**src/rtl/bp_update_queue.sv**
```systemverilog
// Commit-side branch predictor update queue: buffers resolved branch
// outcomes in order and drains them to the predictor, with debug counters.
module bp_update_queue #(
    parameter int DEPTH    = 4,
    parameter int PC_WIDTH = 32
) (
    input  logic                       clk_in,
    input  logic                       rst_in,
    input  logic                       rdy_in,
    input  logic                       commit_en,
    input  logic [PC_WIDTH-1:0]        commit_pc,
    input  logic                       commit_taken,
    input  logic                       commit_pred,
    output logic                       full,
    output logic                       upd_valid,
    output logic [PC_WIDTH-1:0]        upd_pc,
    output logic                       upd_taken,
    input  logic                       upd_ready,
    output logic [$clog2(DEPTH):0]     count,
    output logic [31:0]                branch_cnt,
    output logic [31:0]                mispredict_cnt,
    output logic [15:0]                drop_cnt
);

    localparam int PW = $clog2(DEPTH);
    localparam int CW = PW + 1;
    localparam logic [CW-1:0] FULL_CNT = CW'(DEPTH);

    logic [PC_WIDTH:0] mem [DEPTH];
    logic [PW-1:0]     head;
    logic [PW-1:0]     tail;
    logic              push;
    logic              pop;
    logic              drop;
    logic [PC_WIDTH:0] head_entry;

    assign full      = (count == FULL_CNT);
    assign upd_valid = (count != '0);
    assign push      = commit_en & rdy_in & ~full;
    assign pop       = upd_valid & upd_ready & rdy_in;
    assign drop      = commit_en & rdy_in & full;

    // Head outputs are forced to zero while empty so reset shows a clean bus
    // even though storage itself is never cleared.
    assign head_entry = mem[head];
    assign upd_pc     = upd_valid ? head_entry[PC_WIDTH:1] : '0;
    assign upd_taken  = upd_valid & head_entry[0];

    always_ff @(posedge clk_in) begin
        if (push) begin
            mem[tail] <= {commit_pc, commit_taken};
        end
    end

    always_ff @(posedge clk_in or posedge rst_in) begin
        if (rst_in) begin
            head  <= '0;
            tail  <= '0;
            count <= '0;
        end else begin
            if (push) begin
                tail <= tail + 1'b1;
            end
            if (pop) begin
                head <= head + 1'b1;
            end
            case ({push, pop})
                2'b10:   count <= count + 1'b1;
                2'b01:   count <= count - 1'b1;
                default: count <= count;
            endcase
        end
    end

    always_ff @(posedge clk_in or posedge rst_in) begin
        if (rst_in) begin
            branch_cnt     <= '0;
            mispredict_cnt <= '0;
            drop_cnt       <= '0;
        end else begin
            if (push) begin
                branch_cnt <= branch_cnt + 32'd1;
                if (commit_taken != commit_pred) begin
                    mispredict_cnt <= mispredict_cnt + 32'd1;
                end
            end
            if (drop && drop_cnt != 16'hFFFF) begin
                drop_cnt <= drop_cnt + 16'd1;
            end
        end
    end

endmodule

```
**config.mk**
```make
export PLATFORM = sky130hd
export DESIGN_NAME = bp_update_queue
export DESIGN_NICKNAME = d
export VERILOG_FILES = /design/src/rtl/bp_update_queue.sv
export SDC_FILE = /design/constraint.sdc
export NUM_CORES = 1
export LEC_CHECK = 0
export BUFFER_PORTS_ARGS = -buffer_cell sky130_fd_sc_hd__buf_2
export CORE_ASPECT_RATIO = 0.6
export CORE_UTILIZATION = 55
export DETAILED_ROUTE_END_ITERATION = 10
export GPL_TIMING_DRIVEN = 0
export HOLD_SLACK_MARGIN = 0.05
export MAX_ROUTING_LAYER = met4
export PLACE_DENSITY_LB_ADDON = 0.1
export SYNTH_ARGS = -nofsm -noshare
export SYNTH_HDL_FRONTEND = slang
export SYNTH_SLANG_ARGS = --single-unit
```
**constraint.sdc**
```tcl
create_clock -name clk_in -period 9.6 [get_ports clk_in]
set_input_delay 2.4 -clock clk_in [delete_from_list [all_inputs] [get_ports clk_in]]
set_output_delay 2.4 -clock clk_in [all_outputs]
set_load 0.01 [all_outputs]
```
==> metrics.cfg <==
[sta]
worst_pin_slew_ps = 901
setup-tns-final_ps = 0
rsz0062_at_grt = no
hold_violations = 0
slew_violations = 0
fmax_mhz = 200
slew_headroom = 0.394
fin_skew_ps = 12.8
fin_crit_sh = 0.520
period_needed_ps = 4990
finalSetupViolCount = 0

[yosys]
synth_fp_nets = 620
async_flop_share = 0.397
ys_types = 40
syn_inst = 572
yosys_register_bits = 219
yosys_warnings = 0
ys_seq_area_frac = 0.681
synth_edf_count = 132
synth_area_per_cell_um2 = 15.8
synth_area_um2 = 9010
synthFlopType = edfxtp_1

[clock_network]
clock_tree.htree_level_count = 1
cts.path.max_buffers = 3
cts_buffers = 20
cts.clk_slew.worst_paths_ps = 60
cts.sinks = 219
cts_hold_buf = 0
postCtsResizedCells = 0
cts_setup_buffers = 0
clockRootBuffer = clkbuf_16
clock_latency_ps = 490
cts_tree = built

[detailed_routing]
routed_wl_um = 17300
ant_nets = 0
vias = 5354
met1_length_um = 8150
first_pass_iters = 5
wl_met3_um = 1060
drt_iter0_drc = 357
wl_met2_um = 7840
vias_per_cell = 5.53
wl_per_cell_um = 17.9
highest-signal-layer = met4
drc = 0

[cells_and_area]
nets = 799
area_growth_pct = 18.6
final_core_util = 0.682
stdcell_area_um2 = 10700
drive_above_1_share = 0.307

[global_routing]
grt_pass1_wl_um = 27500
grt_pass1_vias = 5201
grt_max_degree = 51
antenna_found_initial = 1
overflow = 0
grt_use_total = 0.217

[worst_setup_path]
setup.worst_path.start_class = flip-flop
critPathCaptureType = output port
crit_family = buffers and inverters
crit_top_cell = buf_2
critPathMaxFanout = 10
critPathMaxStageDelay_ps = 570
worstPathArrival_ps = 2590
crit_buf_inv = 3
worstPathRequired_ps = 7200
crit_type = reg2out
startpoint = head[0]$_DFFE_PP0P_
crit_chain = clkbuf_1, buf_2, mux4_2, and2_1, buf_2
timing.rr.start = count[0]$_DFFE_PP0P_
cp_slowest_cell = mux4_2

[floorplanning]
die_w_um = 167
die_h_um = 101
die_area_um2 = 16900
initial_core_util = 0.575
core_area_um2 = 15700
fp-row-count = 35
ios = 157

[hold_path]
hp-class = reg2reg
hold_start = branch_cnt[31]$_DFFE_PP0P_

[placed_design]
gp_congestion = 0.842
io_buffers = 156
placement.cell_area_um2 = 10100
hpwl_um = 11800

[run]
maxCapViolations = 0

[power_and_ir_drop]
ir_drop_v = 0.000129
power.density_nw_per_um2 = 245
leakage_nw = 4.47

[outcome]
outcome = finished, final reports clean

## registers in the layout (all words and copies together), names as in the netlist
signal,flops
count,3
drop_cnt,16
tail,2
branch_cnt,32
head,2
mispredict_cnt,32
mem,132
## power by group
group | leakage, nW | internal (mW) | switching (mW)
combinational | 1.81 | 0.336 | 0.371
sequential | 2.36 | 1.11 | 0.0607
clock | 0.295 | 0.428 | 0.323
total | 4.47 | 1.87 | 0.755
## cells by family after synthesis
group | count (synthesis) | share of synthesized area
compound gates | 3 | 0.00208
fa+ha+maj | 9 | 0.0133
buf+inv | 27 | 0.0126
mux | 36 | 0.0861
simple gates | 195 | 0.124
flops | 219 | 0.681
xor+xnor | 83 | 0.0806
## cell usage in the layout (no fill, tap or decap), types with 3 or more instances in the layout
cell type	netlist	layout
clkbuf_16	0	21
mux4_2	33	33
and4_1	9	9
nor2_1	16	16
ha_1	8	8
nand4_1	29	29
nor2b_1	3	3
nand3_1	26	26
and3_1	15	15
nor3_1	10	10
edfxtp_1	132	132
and2_1	36	36
inv_1	10	9
and3_2	5	5
clkbuf_1	10	17
xnor2_1	55	55
nand2_1	32	32
buf_2	4	160
xor2_1	28	28
dfrtp_1	87	87
clkinv_1	0	4
## synth_stat cells, types with 2 or more instances
master	n	share of area
nor4_1	2	0.0014
nor3_1	10	0.0056
nor2_1	16	0.0067
and3_2	5	0.0042
xor2_1	28	0.027
mux2_2	2	0.0025
inv_1	10	0.0042
nand2_1	32	0.013
mux4_2	33	0.082
or4_1	2	0.0017
dfrtp_1	87	0.24
nand3_1	26	0.014
buf_2	4	0.0022
ha_1	8	0.011
and2_1	36	0.025
clkbuf_1	10	0.0042
nor2b_1	3	0.0021
and4_1	9	0.0087
and3_1	15	0.010
xnor2_1	55	0.053
edfxtp_1	132	0.44
nand4_1	29	0.020
## final cells by class
type                       count  area [um^2]
sequential                   219         6140
multi-input combinational    326         2760
tap                          203          254
clock buffer                  28          552
inverter                      11         43.8
buffer                        16         72.6
clock inverter                 8         60.1
timing repair buffer         157          808
fill                        1125         4980
antenna                        1         2.50
## routing by layer
| metal | GRT usage | vias to the layer above |
|---|---|---|
| li1 | - | 2479 |
| met1 | 0.321 | 2685 |
| met2 | 0.321 | 163 |
| met3 | 0.0391 | 27 |
| met4 | 0.0459 | 0 |
| met5 | - | - |
## per-stage QoR
stage | cells | setup WS [ps] | hold slack (ps) | total power [mW]
finish | 969 | 4610 | 460 | 2.62
detailed placement | 932 | 5050 | 455 | 1.90
global placement | 931 | 4030 | 449 | 1.88
CTS | 968 | 4530 | 468 | 2.66
floorplan | 572 | 4950 | 504 | 1.64
global route | 969 | 4400 | 489 | 2.75
## worst paths after layout
check / to / slack (ps) / cells after the start
min reg2reg: branch_cnt[31]$_DFFE_PP0P_ / 460 / 1
min in group asynchronous: mispredict_cnt[31]$_DFFE_PP0P_ / 1940 / 2
max: upd_pc[15] / 4610 / 5
max in group asynchronous: drop_cnt[5]$_DFFE_PP0P_ / 7040 / 3
max reg2reg: count[1]$_DFFE_PP0P_ / 7150 / 7
min: branch_cnt[31]$_DFFE_PP0P_ / 460 / 1
No activity file was read; power rests on OpenSTA's default activity.
